--- src/rtl/avalon_upsizer_pkg.sv ---
// Shared helpers for the Avalon-ST width converters: lane-index sizing and
// the ratio above which elaboration emits a size warning.
package avalon_pkg;

  // Ratios above this produce a very wide output bus and get a warning.
  localparam int WARN_RATIO = 16;

  // Width of a lane index / lane counter for a given narrow-to-wide ratio.
  function automatic int lane_bits(input int ratio);
    return $clog2(ratio);
  endfunction

  // Index of the last (most significant) lane of a wide word.
  function automatic int last_lane(input int ratio);
    return ratio - 1;
  endfunction

endpackage

--- src/rtl/avalon_st_if.sv ---
// Avalon-ST point-to-point stream: data with valid/ready handshake and packet
// delimiters.
interface avalon_st_if #(
  parameter int DATA_WIDTH = 8
) ();

  logic [DATA_WIDTH-1:0] data;
  logic                  valid;
  logic                  ready;
  logic                  startofpacket;
  logic                  endofpacket;

  modport master (
    output data, valid, startofpacket, endofpacket,
    input  ready
  );

  modport slave (
    input  data, valid, startofpacket, endofpacket,
    output ready
  );

endinterface

--- src/rtl/avalon_upsizer_acc.sv ---
// Lane accumulator for the upsizer: holds the lower RATIO-1 lanes of the word
// being assembled. One lane is written per accepted narrow beat; a synchronous
// clear empties every lane not being written in the same cycle.
module avalon_upsizer_acc #(
  parameter int RATIO     = 4,
  parameter int W         = 8,
  parameter int LANE_BITS = 2
) (
  input  logic                   clk,
  input  logic                   rst_n,
  input  logic                   i_wr_en,
  input  logic [LANE_BITS-1:0]   i_lane,
  input  logic [W-1:0]           i_data,
  input  logic                   i_clear,
  output logic [(RATIO-1)*W-1:0] o_acc
);

  logic [RATIO-2:0]        w_lane_en;
  logic [RATIO-2:0][W-1:0] r_acc;

  // Decode the lane index into one write enable per stored lane.
  always_comb begin
    // NOTE: default every output of the comb block before any conditional
    // assignment, otherwise the unassigned paths infer latches.
    w_lane_en = '0;
    for (int k = 0; k < RATIO - 1; k++) begin
      w_lane_en[k] = i_wr_en && (int'(i_lane) == k);
    end
  end

  // Lane storage: write the selected lane, clear the rest on request.
  always_ff @(posedge clk) begin
    // NOTE: the lane storage is reset explicitly because a word cut short by
    // reset must not leak stale lanes into the next word; sequential state
    // always uses non-blocking assignments so all lanes update together.
    if (!rst_n) begin
      r_acc <= '0;
    end else begin
      for (int k = 0; k < RATIO - 1; k++) begin
        if (w_lane_en[k]) begin
          r_acc[k] <= i_data;
        end else if (i_clear) begin
          r_acc[k] <= '0;
        end
      end
    end
  end

  assign o_acc = r_acc;

endmodule

--- src/rtl/avalon_upsizer.sv ---
// Avalon-ST width upsizer: packs RATIO narrow beats into one wide beat, flushes
// partial words at end-of-packet with an empty-lane count, and restarts the
// word when a start-of-packet arrives mid-word.
module avalon_upsizer
  import avalon_pkg::*;
#(
  parameter int RATIO            = 4,
  parameter bit SUPPRESS_WARNING = 1'b0
) (
  input  logic                        clk,
  input  logic                        rst_n,
  avalon_st_if.slave                  msg_in,
  avalon_st_if.master                 msg_out,
  output logic [lane_bits(RATIO)-1:0] out_empty,
  output logic                        err_misaligned
);

  localparam int W  = $bits(msg_in.data);
  localparam int OW = $bits(msg_out.data);
  localparam int LB = lane_bits(RATIO);
  localparam logic [LB-1:0] LAST = LB'(last_lane(RATIO));

  if (RATIO < 2) begin : g_bad_ratio
    $fatal(1, "avalon_upsizer: RATIO must be at least 2, got %0d", RATIO);
  end

  if (OW != RATIO * W) begin : g_bad_width
    $fatal(1, "avalon_upsizer: msg_out width %0d must be RATIO*%0d", OW, W);
  end

  if (RATIO > WARN_RATIO && !SUPPRESS_WARNING) begin : g_big_ratio
    $warning("avalon_upsizer: RATIO %0d gives a very wide output bus", RATIO);
  end

  // Word assembly state.
  logic [LB-1:0]          r_cnt;
  logic                   r_start;
  // Output register.
  logic                   r_out_valid;
  logic [OW-1:0]          r_out_data;
  logic                   r_out_sop;
  logic                   r_out_eop;
  logic [LB-1:0]          r_out_empty;
  logic                   r_err;

  logic                   w_completes_raw;
  logic                   w_accept;
  logic                   w_restart;
  logic [LB-1:0]          w_lane;
  logic                   w_completes;
  logic                   w_load;
  logic                   w_acc_wr;
  logic                   w_acc_clr;
  logic [(RATIO-1)*W-1:0] w_acc;
  logic [(RATIO-1)*W-1:0] w_acc_view;
  logic [OW-1:0]          w_word;
  logic                   w_word_sop;

  // Only a beat that would finish a word needs room in the output register;
  // the decision uses the raw counter so ready never depends on sop.
  assign w_completes_raw = (r_cnt == LAST) || msg_in.endofpacket;
  assign msg_in.ready    = !r_out_valid || msg_out.ready || !w_completes_raw;
  assign w_accept        = msg_in.valid && msg_in.ready;

  // A start-of-packet mid-word abandons the partial word and becomes lane 0.
  assign w_restart   = msg_in.startofpacket && (r_cnt != '0);
  assign w_lane      = w_restart ? '0 : r_cnt;
  assign w_completes = (w_lane == LAST) || msg_in.endofpacket;

  assign w_load    = w_accept && w_completes;
  assign w_acc_wr  = w_accept && !w_completes;
  assign w_acc_clr = w_load || (w_accept && w_restart);

  // Lanes above the current one are already zero in the accumulator, so the
  // word is the stored lanes OR'd with the incoming lane at its position.
  assign w_acc_view = w_restart ? '0 : w_acc;
  assign w_word     = {{W{1'b0}}, w_acc_view}
                    | ({{(OW-W){1'b0}}, msg_in.data} << (int'(w_lane) * W));
  assign w_word_sop = (w_lane == '0) ? msg_in.startofpacket : r_start;

  avalon_upsizer_acc #(
    .RATIO     (RATIO),
    .W         (W),
    .LANE_BITS (LB)
  ) u_acc (
    .clk     (clk),
    .rst_n   (rst_n),
    .i_wr_en (w_acc_wr),
    .i_lane  (w_lane),
    .i_data  (msg_in.data),
    .i_clear (w_acc_clr),
    .o_acc   (w_acc)
  );

  // Lane counter and packet-start flag of the word under assembly.
  always_ff @(posedge clk) begin
    if (!rst_n) begin
      r_cnt   <= '0;
      r_start <= 1'b0;
    end else if (w_accept) begin
      if (w_completes) begin
        r_cnt   <= '0;
        r_start <= 1'b0;
      end else begin
        r_cnt <= w_lane + LB'(1);
        if (w_lane == '0) begin
          r_start <= msg_in.startofpacket;
        end
      end
    end
  end

  // Output register: reload on a completing beat, otherwise drain on ready.
  always_ff @(posedge clk) begin
    if (!rst_n) begin
      r_out_valid <= 1'b0;
      r_out_data  <= '0;
      r_out_sop   <= 1'b0;
      r_out_eop   <= 1'b0;
      r_out_empty <= '0;
    end else if (w_load) begin
      r_out_valid <= 1'b1;
      r_out_data  <= w_word;
      r_out_sop   <= w_word_sop;
      r_out_eop   <= msg_in.endofpacket;
      r_out_empty <= LAST - w_lane;
    end else if (r_out_valid && msg_out.ready) begin
      r_out_valid <= 1'b0;
    end
  end

  // Misalignment pulse, one cycle after the offending beat is accepted.
  always_ff @(posedge clk) begin
    if (!rst_n) begin
      r_err <= 1'b0;
    end else begin
      r_err <= w_accept && w_restart;
    end
  end

  assign msg_out.valid         = r_out_valid;
  assign msg_out.data          = r_out_data;
  assign msg_out.startofpacket = r_out_sop;
  assign msg_out.endofpacket   = r_out_eop;
  assign out_empty             = (r_out_valid && r_out_eop) ? r_out_empty : '0;
  assign err_misaligned        = r_err;

endmodule

--- src/flat_wrapper.sv ---
// flat-port wrapper written by rule: the top's interface ports become plain ports
module avalon_upsizer_flat import avalon_pkg::*;
#(
  parameter int RATIO            = 4,
  parameter bit SUPPRESS_WARNING = 1'b0
)
  (clk, rst_n, out_empty, err_misaligned, msg_in_data, msg_in_valid, msg_in_startofpacket, msg_in_endofpacket, msg_in_ready, msg_out_data, msg_out_valid, msg_out_startofpacket, msg_out_endofpacket, msg_out_ready);
  avalon_st_if #(.DATA_WIDTH(8)) msg_in_i ();
  avalon_st_if #(.DATA_WIDTH(32)) msg_out_i ();
  input  logic clk;
  input  logic rst_n;
  output logic [lane_bits(RATIO)-1:0] out_empty;
  output logic err_misaligned;
  input wire logic [$bits(msg_in_i.data)-1:0] msg_in_data;
  input wire logic [$bits(msg_in_i.valid)-1:0] msg_in_valid;
  input wire logic [$bits(msg_in_i.startofpacket)-1:0] msg_in_startofpacket;
  input wire logic [$bits(msg_in_i.endofpacket)-1:0] msg_in_endofpacket;
  output wire logic [$bits(msg_in_i.ready)-1:0] msg_in_ready;
  output wire logic [$bits(msg_out_i.data)-1:0] msg_out_data;
  output wire logic [$bits(msg_out_i.valid)-1:0] msg_out_valid;
  output wire logic [$bits(msg_out_i.startofpacket)-1:0] msg_out_startofpacket;
  output wire logic [$bits(msg_out_i.endofpacket)-1:0] msg_out_endofpacket;
  input wire logic [$bits(msg_out_i.ready)-1:0] msg_out_ready;
  assign msg_in_i.data = msg_in_data;
  assign msg_in_i.valid = msg_in_valid;
  assign msg_in_i.startofpacket = msg_in_startofpacket;
  assign msg_in_i.endofpacket = msg_in_endofpacket;
  assign msg_in_ready = msg_in_i.ready;
  assign msg_out_data = msg_out_i.data;
  assign msg_out_valid = msg_out_i.valid;
  assign msg_out_startofpacket = msg_out_i.startofpacket;
  assign msg_out_endofpacket = msg_out_i.endofpacket;
  assign msg_out_i.ready = msg_out_ready;
  avalon_upsizer #(.RATIO(RATIO), .SUPPRESS_WARNING(SUPPRESS_WARNING)) u_core (.clk(clk), .rst_n(rst_n), .msg_in(msg_in_i), .msg_out(msg_out_i), .out_empty(out_empty), .err_misaligned(err_misaligned));
endmodule
--- config.mk ---
export PLATFORM = sky130hd
export DESIGN_NAME = avalon_upsizer_flat
export DESIGN_NICKNAME = d
export VERILOG_FILES = /design/src/rtl/avalon_upsizer_pkg.sv /design/src/rtl/avalon_st_if.sv /design/src/rtl/avalon_upsizer_acc.sv /design/src/rtl/avalon_upsizer.sv /design/src/flat_wrapper.sv
export SDC_FILE = /design/constraint.sdc
export NUM_CORES = 1
export LEC_CHECK = 0
export ABC_AREA = 1
export BUFFER_PORTS_ARGS = -buffer_cell sky130_fd_sc_hd__buf_2
export CAP_MARGIN = 20
export CORE_MARGIN = 4
export CORE_UTILIZATION = 55
export CTS_BUF_LIST = sky130_fd_sc_hd__clkbuf_16
export DETAILED_ROUTE_END_ITERATION = 10
export GPL_TIMING_DRIVEN = 0
export HOLD_SLACK_MARGIN = 0.06
export PLACE_DENSITY = 0.89
export SYNTH_ARGS = -nofsm -noshare
export SYNTH_HDL_FRONTEND = slang
export SYNTH_SLANG_ARGS = --single-unit
--- constraint.sdc ---
create_clock -name clk -period 3.69 [get_ports clk]
set_input_delay 0 -clock clk [delete_from_list [all_inputs] [get_ports clk]]
set_output_delay 0 -clock clk [all_outputs]
set_load 0.01 [all_outputs]
# Word-level counts from Yosys, hierarchy flattened
# Cells that the tools add are included.
# Widths: inputs -> output; s select.
# totals
word_cells,56
output_inout_bits,39
inputBits,14
register_bits,65
# classes
shift,1
n_bitwise,1
n_addsub,2
n_mux,12
n_reduce_logical,25
n_eq_ne,4
# ops
operator,count
$mux 8,4
$or 24x32->32,1
$shl 8x5->32,1
$mux 24,1
$logic_and 1x1->1,10
$reduce_bool 2->1,5
$eq 2x2->1 const B,4
$mux 2,3
$logic_or 1x1->1,5
$logic_not 2->1,2
$mux 1,4
$logic_not 1->1,3
$add 2x1->2 const B,1
$sub 2x2->2 const A,1

# Longest topological paths before layout
# logic_depth
ltp_word,9
depth_mapped,12
depth_no_buf,9

# Hierarchy
# From an unflattened synthesis, not the netlist that was laid out.
# hier_totals
hier_cells,452
hier_area_um2,3106.7
# by_module_without_submodules
module,n_inst,seq_area_each_um2,cells_per_inst,area_each_um2
avalon_upsizer,1,820.8,339,2113.3
avalon_upsizer_acc,1,480.5,113,993.5

# Worst setup path before layout
# Ideal clock, no wire load.
# synth_timing
path_type,reg-to-reg
from,reg u_core.r_cnt[1]
to,reg u_core.u_acc.r_acc (netlist bit u_core.u_acc.o_acc[0])
n_path_buf,2
stages_incl_launch_ff,12
slack_ps,1536
arrival_time_ps,2084
required_ps,3620
path_cell_list,dfxtp_1 buf_6 o21ai_4 nand2_2 buf_2 inv_1 ha_1 nor2_2 nand4_1 inv_2 nand2_1 a21oi_1
# synth_between
elab_chain_cells,9
elab_cells_between_ends,19
cone_classes,eq/ne (2); mux (2); reduce/logical (15)
# synth_lines
element,line_no,source
"start, declared",avalon_upsizer.sv:36,logic [LB-1:0] r_cnt;
"start signal, assigned",avalon_upsizer.sv:105,r_cnt <= w_lane + LB'(1);
$reduce_bool 2->1,avalon_upsizer.sv:66,assign w_restart = msg_in.startofpacket && (r_cnt != '0);
$logic_and 1x1->1,avalon_upsizer.sv:66,
$mux 2,avalon_upsizer.sv:67,assign w_lane = w_restart ? '0 : r_cnt;
$eq 2x2->1,avalon_upsizer.sv:68,assign w_completes = (w_lane == LAST) || msg_in.endofpacket;
$logic_or 1x1->1,avalon_upsizer.sv:68,
$logic_not 1->1,avalon_upsizer.sv:71,assign w_acc_wr = w_accept && !w_completes;
$logic_and 1x1->1,avalon_upsizer.sv:71,
$logic_and 1x1->1,avalon_upsizer_acc.sv:27,w_lane_en[k] = i_wr_en && (int'(i_lane) == k);
$mux 8 or $reduce_bool 2->1 (tied branches),--,
"end signal, assigned by index",avalon_upsizer_acc.sv:41,r_acc[k] <= i_data;
"end, declared",avalon_upsizer_acc.sv:19,logic [RATIO-2:0][W-1:0] r_acc;
# Several ways; a longest one is shown, not always the timed one.
# A chain may end at the register's enable or synchronous reset.

# Final worst setup path
# layout_timing
from,reg u_core.r_cnt[1]
to,reg u_core.u_acc.r_acc (netlist bit u_core.u_acc.o_acc[1])
# Same word-level chain as after synthesis.

==> impl_metrics.py <==
metrics = {
    "logic_synthesis": {
        "synthSimpleGateAreaFrac_pct": 32.8,
        "synth_mux_area_share_pct": 0,
        "syn_nets": 418,
        "yosysTopAreaCellShare_pct": 44.9,
        "yosysUniqueCellTypes": 29,
        "synth_top_area_cell": "dfxtp_1",
        "yosys_warnings": 0,
        "synth.area.top_cells": "dfxtp_1 (45%), nand2_1 (13%), nand3_1 (9.5%)",
        "syn_area_per_cell_sq_um": 7.24,
        "synth_xor_xnor_area_share_pct": 0,
        "synth_seq_cells": 65,
        "syn_area_sq_um": 2900,
        "synth_top_family_by_area": "simple AND/OR/NAND/NOR gates",
        "synth_seq_area_share_pct": 44.9,
        "synth-compound-area-share_pct": 12.6,
        "synth_fa_ha_area_share_pct": 1.73,
        "synthCells": 400,
    },
    "timing": {
        "rsz0062_at_grt": "false",
        "fmax_mhz": 360,
        "min_period_ps": 2780,
        "hold_violations": 0,
        "skew_ps": 3.75,
        "worstMarginPinSlew_ps": 548,
        "period_share_pct": 75.2,
        "setup_tns_ps": 0,
        "slew_viol_final": 0,
        "slew_headroom_pct": 63.4,
        "setup_viol": 0,
    },
    "layout": {
        "area.growth.synth_to_final_pct": 24.4,
        "multi_input_area_sq_um": 1360,
        "antenna_cells": 0,
        "finalNonFillerCells": 548,
        "drive_gt1_share_pct": 20.3,
        "final_util_pct": 70.6,
        "nets": 491,
        "regArea_sq_um": 1300,
        "fill_cells": 415,
    },
    "detailed_routing": {
        "final_antenna_net_count": 0,
        "wl_met2_microns": 3670,
        "route.detailed.wl_per_inst_microns": 14.5,
        "first_pass_iters": 5,
        "routed_wl_microns": 7930,
        "drtIter0Drc": 397,
        "via_per_inst": 5.49,
        "wl_met1_microns": 3400,
        "route.met3.wl_microns": 640,
        "drc": 0,
        "vias": 3006,
        "top_layer": "met4",
    },
    "global_routing": {
        "grtUsageTotal_pct": 26.6,
        "grt_pass1_vias": 2826,
        "antenna_found_initial": 0,
        "grt_pass1_wl_microns": 13200,
        "grt_start_max_net_pins": 12,
        "grt-ovfl-total": 0,
    },
    "worst_setup_path": {
        "slowest_stage": "nand4_1",
        "rr_endpoint": "u_core.u_acc.o_acc[1]$_SDFFE_PN0P_",
        "rr_startpoint": "u_core.r_cnt[1]$_SDFFE_PN0N_",
        "end_kind": "flop",
        "worst_ep_arrival_time_ps": 3030,
        "critPathMaxStageDelay_ps": 460,
        "rrSetupSlack_ps": 910,
        "startpoint_type": "flop",
        "r2r_cells": 11,
        "worstPathRequired_ps": 3940,
        "cp_max_fo": 11,
        "worstSetupPathType": "reg2reg",
        "startpoint": "u_core.r_cnt[1]$_SDFFE_PN0N_",
        "endpoint": "u_core.u_acc.o_acc[1]$_SDFFE_PN0P_",
        "cp_cell_sequence": "buf_6, o21ai_4, nand2_2, buf_2, inv_1, ha_1, nor2_2, nand4_1, inv_2, nand2_1, a21oi_1",
    },
    "min_path": {
        "worst_hold_path_type": "in2reg",
    },
    "floorplan": {
        "initial_utilization_pct": 56.7,
        "die_w_microns": 80.6,
        "die_area_sq_um": 6490,
        "core_area_sq_um": 5110,
        "io_pins": 53,
        "die_h_microns": 80.6,
        "core.rowCount": 26,
    },
    "pwr": {
        "net-switching-power_uw": 423,
        "ir_drop_uv": 298,
        "cellPowerDensity_nw_per_um2": 460,
        "intPower_uw": 1240,
        "switching_share_pct": 25.5,
        "clkPwrFrac_pct": 43.5,
        "power_frac_seq_pct": 44.6,
        "leakagePower_uw": 0.00167,
        "combPwrFrac_pct": 12.0,
    },
    "clock_network": {
        "cts_tree": "yes",
        "clock_latency_ps": 330,
        "postCtsHoldBufs": 11,
        "clock-root-buffer": "clkbuf_16",
        "post_cts_buffers": 0,
        "clk_pin_slew_worst_paths_ps": 50,
        "cts_buffers": 9,
        "cts_buffer_depth": 2,
        "h-tree-depth": 3,
        "cts_sinks": 65,
        "cts_resized": 0,
    },
    "status": {
        "status": "finished, final reports clean",
    },
    "placed_design": {
        "dp.cells": 521,
        "dp_hpwl_microns": 5370,
        "io_buffers": 51,
        "globalplace.congestion": 0.921,
    },
    "flow_run": {
        "cap_viol_max_count": 0,
    },
}
power groups by stage:
stage          logic (uW)  clock network, uW  registers [uW]
4_1_cts               195                724             739
6_report              198                721             740
5_1_grt               218                766             741
3_3_place_gp          179                  0             752
3_5_place_dp          183                  0             753
2_1_floorplan         114                  0             759
area by class of cell:
class                           count  area share [%]
Buffer                             20            3.09
Timing Repair Buffer               62            10.1
Sequential cell                    65            36.1
Multi-Input combinational cell    283            37.8
Tap cell                           70            2.43
Clock buffer                        9            6.25
Inverter                           32            3.33
Clock inverter                      7           0.833
layout by cell type, fill, tap and decap left out, drive strengths merged:
master       instances
ha                   4
nor3                 4
a21oi               50
inv                 31
o21a                 2
a211oi               1
clkbuf              16
or2                  7
nand2              107
nor2                29
clkinv               8
o21ai               13
dlygate4sd3         11
nand4               11
buf                 64
nand3               55
dfxtp               65
state kept, by name, summed over array words and instances, names as in the netlist:
name	count
u_core.err_misaligned	1
u_core.msg_out.endofpacket	1
u_core.u_acc.o_acc	24
u_core.r_cnt	2
u_core.r_out_empty	2
u_core.r_start	1
u_core.msg_out.valid	1
u_core.msg_out.data	32
u_core.msg_out.startofpacket	1
worst min-delay path by stage:
stage                                                    endpoint  slack, ps  cells after the start          startpoint
final                            u_core.err_misaligned$_SDFF_PN0_         70                      3        msg_in_valid
after global routing             u_core.err_misaligned$_SDFF_PN0_         90                      3        msg_in_valid
after CTS                        u_core.err_misaligned$_SDFF_PN0_         60                      3        msg_in_valid
after detailed placement  u_core.msg_out.endofpacket$_SDFFE_PN0P_        300                      3  msg_in_endofpacket
after global placement    u_core.msg_out.endofpacket$_SDFFE_PN0P_        300                      3  msg_in_endofpacket
after floorplan           u_core.msg_out.endofpacket$_SDFFE_PN0P_        150                      2  msg_in_endofpacket
critical path, delay by kind of cell, from the launching register on:
family | cells | cell delay (ps)
AO/OA/AOI/OAI | 2 | 280
AND/OR/NAND/NOR | 4 | 1010
flip-flops | 1 | 350
buffers and inverters | 4 | 840
adder cells (fa/ha/maj) | 1 | 210
routing by layer:
layer  global-route usage, %  up-vias
li1                        -     1461
met1                    34.0     1357
met2                    41.1      160
met3                    5.61       28
met4                    15.2        0
met5                       0        -
cells in the mapped netlist:
cell / instances
nor2_4: 1
nand2_4: 1
nor2_2: 1
inv_1: 22
or2_2: 5
o21ai_4: 2
buf_1: 2
a21oi_1: 49
inv_2: 7
o21ai_0: 11
nor3_1: 4
clkinv_1: 3
nand3_1: 55
nand4_2: 1
nand4_1: 10
clkbuf_1: 6
or2_0: 2
buf_6: 3
nor2_1: 27
ha_1: 4
buf_4: 1
nand2_1: 103
a21oi_2: 1
a211oi_1: 1
clkbuf_2: 1
o21a_1: 2
dfxtp_1: 65
nand2_2: 3
buf_2: 7
stage by stage:
step	cell area, sq um	setup WS, ps	power [uW]	hold WS, ps
after floorplan	2900	1540	873	147
after global placement	3240	1130	931	298
after detailed placement	3240	1060	936	302
after CTS	3600	1000	1660	63.1
after global routing	3600	784	1730	87.3
final	3600	913	1660	73.4
kinds of logic after synthesis:
family,after synthesis
flip-flops,65
adder cells (fa/ha/maj),4
AND/OR/NAND/NOR,213
buffers and inverters,52
AO/OA/AOI/OAI,66
(Power assumes the default switching activity.)
